$ cat config.mk
export PLATFORM = sky130hd
export DESIGN_NAME = wide_add_scheduler
export DESIGN_NICKNAME = d
export VERILOG_FILES = /design/src/rtl/wide_add_scheduler.sv
export SDC_FILE = /design/constraint.sdc
export NUM_CORES = 1
export LEC_CHECK = 0
export ABC_AREA = 1
export ABC_CLOCK_PERIOD_IN_PS = 2800
export BUFFER_PORTS_ARGS = -buffer_cell sky130_fd_sc_hd__buf_2
export CAP_MARGIN = 20
export CORE_AREA = 2 2 289 291
export DETAILED_ROUTE_END_ITERATION = 6
export DIE_AREA = 0 0 291 293
export PLACE_DENSITY_LB_ADDON = 0.3
export SLEW_MARGIN = 5
export SYNTH_ARGS = -nofsm -noshare
export SYNTH_HDL_FRONTEND = slang
export SYNTH_SLANG_ARGS = --single-unit
$ cat constraint.sdc
create_clock -name Clk -period 2.8 [get_ports Clk]
set_input_delay 0.56 -clock Clk [delete_from_list [all_inputs] [get_ports Clk]]
set_output_delay 0.56 -clock Clk [all_outputs]
set_load 0.02 [all_outputs]
$ cat src/rtl/wide_add_scheduler.sv
// wide_add_scheduler: arbitrates two requesters onto one external 32-bit adder
// and computes a WORDS*32-bit add or subtract one slice per cycle, LSB first.
//
// Ports:
//   Clk, Rst                     clock, synchronous active-high reset
//   Req{0,1}Valid/Ready          request handshake (Ready combinational, IDLE only)
//   Req{0,1}A/B/Sub              operands and op select (1 = A-B)
//   RespValid/RespReady          result handshake, result held until accepted
//   RespId/Sum/Cout/Ovf          requester id, result, final carry, signed overflow
//   AddA/AddB/AddCin -> AddS/AddCout   shared combinational adder slice
//   Busy                         high whenever not IDLE
module wide_add_scheduler #(
    parameter int unsigned WORDS = 4
) (
    input  logic                  Clk,
    input  logic                  Rst,
    input  logic                  Req0Valid,
    output logic                  Req0Ready,
    input  logic [32*WORDS-1:0]   Req0A,
    input  logic [32*WORDS-1:0]   Req0B,
    input  logic                  Req0Sub,
    input  logic                  Req1Valid,
    output logic                  Req1Ready,
    input  logic [32*WORDS-1:0]   Req1A,
    input  logic [32*WORDS-1:0]   Req1B,
    input  logic                  Req1Sub,
    output logic                  RespValid,
    input  logic                  RespReady,
    output logic                  RespId,
    output logic [32*WORDS-1:0]   RespSum,
    output logic                  RespCout,
    output logic                  RespOvf,
    output logic [31:0]           AddA,
    output logic [31:0]           AddB,
    output logic                  AddCin,
    input  logic [31:0]           AddS,
    input  logic                  AddCout,
    output logic                  Busy
);

    localparam int unsigned KW = (WORDS > 1) ? $clog2(WORDS) : 1;
    localparam logic [KW-1:0] K_LAST = KW'(WORDS - 1);

    typedef enum logic [1:0] {IDLE, RUN, DONE} state_t;

    state_t                 state_q, state_d;
    logic [WORDS-1:0][31:0] a_q, b_q, sum_q;
    logic                   sub_q, carry_q, prio_q;
    logic [KW-1:0]          k_q;
    logic                   hs0, hs1, ovf_c;

    assign hs0     = Req0Valid && Req0Ready;
    assign hs1     = Req1Valid && Req1Ready;
    assign RespSum = sum_q;

    // Overflow from the top slice: operands agree in sign, result sign differs.
    assign ovf_c = (AddA[31] == AddB[31]) && (AddS[31] != AddA[31]);

    // State register.
    always_ff @(posedge Clk) begin
        if (Rst) begin
            state_q <= IDLE;
        end else begin
            state_q <= state_d;
        end
    end

    // Next state, grant and adder drive.
    always_comb begin
        state_d   = state_q;
        Req0Ready = 1'b0;
        Req1Ready = 1'b0;
        AddA      = '0;
        AddB      = '0;
        AddCin    = 1'b0;
        case (state_q)
            IDLE: begin
                // Prio only breaks ties; a lone valid requester always wins.
                if (!Rst) begin
                    Req0Ready = Req0Valid && (!Req1Valid || !prio_q);
                    Req1Ready = Req1Valid && (!Req0Valid || prio_q);
                end
                if (Req0Ready || Req1Ready) begin
                    state_d = RUN;
                end
            end
            RUN: begin
                AddA   = a_q[k_q];
                AddB   = sub_q ? ~b_q[k_q] : b_q[k_q];
                AddCin = (k_q == '0) ? sub_q : carry_q;
                if (k_q == K_LAST) begin
                    state_d = DONE;
                end
            end
            DONE: begin
                if (RespReady) begin
                    state_d = IDLE;
                end
            end
            default: state_d = IDLE;
        endcase
    end

    // Operand capture, slice accumulation and registered response flags.
    always_ff @(posedge Clk) begin
        if (Rst) begin
            a_q       <= '0;
            b_q       <= '0;
            sum_q     <= '0;
            sub_q     <= 1'b0;
            carry_q   <= 1'b0;
            prio_q    <= 1'b0;
            k_q       <= '0;
            RespValid <= 1'b0;
            RespId    <= 1'b0;
            RespCout  <= 1'b0;
            RespOvf   <= 1'b0;
            Busy      <= 1'b0;
        end else begin
            RespValid <= (state_d == DONE);
            Busy      <= (state_d != IDLE);
            if (hs0 || hs1) begin
                a_q    <= hs1 ? Req1A : Req0A;
                b_q    <= hs1 ? Req1B : Req0B;
                sub_q  <= hs1 ? Req1Sub : Req0Sub;
                k_q    <= '0;
                prio_q <= hs0;
                RespId <= hs1;
            end
            if (state_q == RUN) begin
                sum_q[k_q] <= AddS;
                carry_q    <= AddCout;
                k_q        <= k_q + KW'(1);
                if (k_q == K_LAST) begin
                    RespCout <= AddCout;
                    RespOvf  <= ovf_c;
                end
            end
        end
    end

endmodule
Yosys cells after proc, flatten, opt, wreduce, memory -nomap -nowiden
Index checks and enable logic that the tools add are counted.
- add/subtract/negate cells: 1
- reduce and logical (&&, ||, !) cells: 18
- order comparisons: 2
- multiplexer cells: 27
- $mul: 0
- bitwise gates (word level): 1
- eq/ne operators: 6
- shift operators: 0
- divide/modulo/power cells: 0
- operators with widths (cell ; number):
    128-bit 2-to-1 mux ; 2
    32-bit 2-to-1 mux ; 6
    32-bit binary-select mux with 2-bit select ; 2
    128-bit bitwise mux ; 1
    32-bit demux with 2-bit select ; 1
    32-bit NOT ; 1
    2-bit 2-to-1 mux ; 5
    1-bit 2-to-1 mux ; 9
    2-bit equality test, second input constant ; 3
    1-bit logical AND ; 6
    2-bit one-hot mux with 3 select lines ; 1
    2-bit zero test ; 2
    1-bit logical OR ; 4
    2-bit nonzero test ; 2
    1-bit zero test ; 3
    2-bit by 3-bit < comparator with 1-bit output, second input constant ; 1
    2-bit by 1-bit adder with 2-bit output, second input constant ; 1
    2-bit by 1-bit equality test with 1-bit output, second input constant ; 1
    2-bit by 1-bit >= comparator with 1-bit output, second input constant ; 1
    2-bit AND reduction ; 1
    1-bit equality test ; 1
    1-bit inequality test ; 1
- memory bits (writable): 0
- memories: 0
- latch bits: 0
- bits in read-only memories: 0
- register bits: 396
- output and inout port bits: 200
- word-level logic and storage cells: 77
- bits of input ports: 552

Depth between registers and ports, before layout
- depth in word-level cells: 10
- depth in mapped cells: 12
- depth with buffers taken out: 10

Worst setup path before layout
OpenSTA, ideal clock, no wires.
- path type: register to output
- from: register k_q[0]
- to: output port AddCin
- arrival time: 1.864 ns
- path slack: 0.376 ns
- stages on the path, launching flop included: 9
- path buffers: 5
- data required time: 2.240 ns
- cell sequence: dfxtp_1 -> inv_1 -> buf_2 -> buf_2 -> buf_2 -> ha_1 -> clkbuf_1 -> clkbuf_1 -> a21oi_1
- cells in the longest elaborated chain, start to end: 3
- RTL lines (item ; line ; RTL):
    start, declared ; 49 ; logic [KW-1:0] k_q;
    start signal, assigned ; 133 ; k_q <= k_q + KW'(1);
    2-bit zero test ; 90 ; AddCin = (k_q == '0) ? sub_q : carry_q;
    1-bit 2-to-1 mux ; 90 ;
    1-bit 2-to-1 mux ; 76 ; case (state_q)
    end, declared ; 35 ; output logic AddCin,
Every way passes these cells.

Final worst setup path
- from: register k_q[0]
- to: output port AddB[3]
- cells in the longest elaborated chain, start to end: 5
- RTL lines (item ; line ; RTL):
    32-bit binary-select mux with 2-bit select * ; 89 ; AddB = sub_q ? ~b_q[k_q] : b_q[k_q];
    32-bit 2-to-1 mux (not written as such) * ; 89 ;
    32-bit NOT ; 89 ;
    32-bit 2-to-1 mux * ; 89 ;
    32-bit 2-to-1 mux * ; 76 ;
    end, declared ; 34 ; output logic [31:0] AddB,
Every way passes the cells marked *; elsewhere a longest branch is shown, timed or not. The select of a mux whose other input is x is not followed.

==> metrics <==
detailed-route DRC error count 0; main combinational cell family by area after synthesis simple AND/OR/NAND/NOR gates; initial DRC count 1,621; sequential area share after synthesis 40.0%; num rows 105; routed length per instance 20.9 um; worst r2r path cells 11; H-tree lvl count 2; hold_sp AddCout; cell taking the most area after synthesis dfxtp_1; first-pass GRT wire length 142,000 um; final period utilization 103%; Synth Area per Inst 6.52 um^2; number of fill cells 9,141; VDD IR-drop max 0.000398 V; final hold viol count 0; hold endpoint carry_q$_SDFFE_PP0P_; DR top layer met5; Yosys warning count 0; met2 routed WL 47,300 um; CTS tree yes; io pins 752; initial antenna violation count 41; Clock Latency Late Sink 0.60 ns; Synth Area in Compound Gates 12.3%; vias in the first global route 21,252; Worst Hold Depth 3; ordered cell list for the critical path buf_16 > nand2_1 > a32o_1 > xor2_1 > nor2_1 > buf_2; maximum capacitance violations 0; WL met3 7460 um; layout cell share with drive strength beyond 1 25.0%; Max Fclk 348 MHz; Pwr Density 586 mW/mm^2; drt first pass iters 5; wirelength, routed 100,000 um; largest net degree at the start of global routing 136; Die ar. 0.0853 mm^2; Worst Skew 0.0297 ns; nature of the critical path endpoint output pin; initial core utilization 24.2%; post-synthesis cell count 3,035; Min-Delay Path Class in -> reg; failing checks negative setup slack; clock slew at reported path FFs 0.06 ns; via/cell ratio 4.72; area grow syn2layout 33.2%; Post-DP HPWL 72,200 um; antenna-violating nets left 0; Overall Global Routing Usage 22.2%; GP Congestion 0.911; Core ar. 0.0818 mm^2; Yosys reg bits 396; GRT overflow 0; max incr delay on CP 0.51 ns; layout net count 4,213; Setup CP Type reg -> out; crit path max-delay cell type dfxtp_4; synth unique cells 28; area occupied by multi-input gates 0.00954 mm^2; commonest non-fill, non-tap cell in the layout nand2_1; Worst slew margin 52.2%; worst path arrival time 2.31 ns; Die Y 293 um; simple-gate share of the synthesized area 33.8%; Crit path required time 2.24 ns; via count 22,546; worst reg2reg startpoint state_q[1]$_SDFF_PP0_; CP Launch Type flip-flop; Netlist Area Pre-Place 0.0198 mm^2; Leak 13.4 nW; post-synthesis adder-cell area fraction 0.253%; Clock Tree Root clkbuf_16; Pins Over Slew Limit 0; critical path peak fanout 24; status finished with violations; Post-Synth XOR/XNOR Area 1.37%; Tot Pwr 0.0155 W; multiplexer share of the synthesized area 0%; Clock Sinks 396; worst r2r dst b_q[96]$_SDFFE_PP0P_; Synth top area share 40.0%; final setup margin -0.0705 ns; worst slew pin tran 0.717 ns; Tmin final 2.87 ns; CTS Hold Buffers Added 0; Reg2Reg Setup Slack 0.63 ns; CTS Buf Count 48; worst slack at placement 0.454 ns; Met1 Routed Length 40,900 um; clock buffer depth 3; top cells by area, synth dfxtp_1 40%, nand2_1 18%, nand3_1 13%; die width 291 um; Mapped Nets 3,591; final setup vio count 6; RSZ-0062 raised after global routing yes; flip-flop and latch area 0.00793 mm^2; most frequent cells in the layout 953 x nand2_1, 722 x buf_2, 519 x nand3_1; PortBufs 751
[flip-flops by register name (all words and copies together) (netlist names), 2 cells and up]
signal   cells
state_q      2
a_q        128
b_q        128
k_q          2
RespSum    128
[logic make-up (layout without fill, tap and decap cells)]
| logic type | Yosys count | after routing |
|---|---|---|
| flops | 396 | 396 |
| simple gates | 1600 | 1600 |
| other cells | 0 | 18 |
| compound gates | 438 | 438 |
| xor+xnor | 31 | 31 |
| fa+ha+maj | 4 | 4 |
| buf+inv | 566 | 1224 |
[per-stage QoR]
| step | setup TNS, ns | util, % | cell area, um^2 | std cells | hold WS [ns] |
|---|---|---|---|---|---|
| detailed placement | 0 | 29.9 | 24400 | 4667 | 0.451 |
| global placement | 0 | 29.9 | 24400 | 4667 | 0.445 |
| finish | -0.139 | 32.2 | 26400 | 4781 | 0.221 |
| CTS | -1.18 | 31.9 | 26100 | 4755 | 0.185 |
| global route | -2.13 | 32.2 | 26400 | 4774 | 0.230 |
| floorplan | 0 | - | 19800 | 3035 | 0.471 |
[routing by layer]
layer | global-route usage [%] | up-vias
li1 | - | 10988
met1 | 27.7 | 10441
met2 | 37.1 | 899
met3 | 4.79 | 196
met4 | 8.66 | 22
met5 | 0 | -
[cells in the mapped netlist]
library cell  instances
nand2_1             957
nand3_1             519
dfxtp_1             396
inv_1               312
a21oi_1             288
buf_2               119
nor2_1              116
clkbuf_1             69
o21ai_0              62
o22ai_1              49
a32o_1               31
xor2_1               31
buf_4                28
buf_1                25
inv_2                 8
o211ai_1              5
buf_6                 4
ha_1                  4
nand2_2               3
a21boi_1              1
a21boi_4              1
clkinv_2              1
nand2_8               1
nand4_1               1
nor2_2                1
nor2_8                1
nor3_1                1
o31ai_1               1
[repair_timing]
action	in CTS	in global routing
endpoints found under the setup margin	49	49
buffers inserted	0	4
cloned	2	4
pin swaps	2	5
gates resized for setup	23	51
[power breakdown]
| part | total, W | internal [W] | switching (W) |
|---|---|---|---|
| combinational | 0.00313 | 0.00114 | 0.00199 |
| clock | 0.00610 | 0.00341 | 0.00268 |
| sequential | 0.00623 | 0.00597 | 0.000262 |
[critical path: cells and delay by family, from the launching register on]
kind,cells,cell delay [ns]
compound gates,1,0.26
simple gates,2,0.28
flops,1,0.51
buf+inv,2,0.49
xor+xnor,1,0.14
[worst max path at each step]
| stage | slack (ns) | from | endpoint |
|---|---|---|---|
| 2_1_floorplan | 0.38 | k_q[0]$_SDFFE_PP0P_ | AddCin |
| 3_3_place_gp | 0.45 | k_q[0]$_SDFFE_PP0P_ | AddB[27] |
| 3_5_place_dp | 0.45 | k_q[0]$_SDFFE_PP0P_ | AddB[27] |
| 4_1_cts | -0.10 | k_q[0]$_SDFFE_PP0P_ | AddA[30] |
| 5_1_grt | -0.13 | k_q[0]$_SDFFE_PP0P_ | AddB[3] |
| 6_report | -0.07 | k_q[0]$_SDFFE_PP0P_ | AddB[3] |
[layout make-up]
cell class | count | area share [%]
multi-input cells | 2073 | 36.1
flip-flops and latches | 396 | 30.1
repair buffers | 817 | 18.1
clock buffers | 75 | 5.24
well taps | 1070 | 5.07
inverters | 321 | 4.78
clock inverters | 11 | 0.422
diodes | 18 | 0.171
Power figures use the tool's default switching activity.
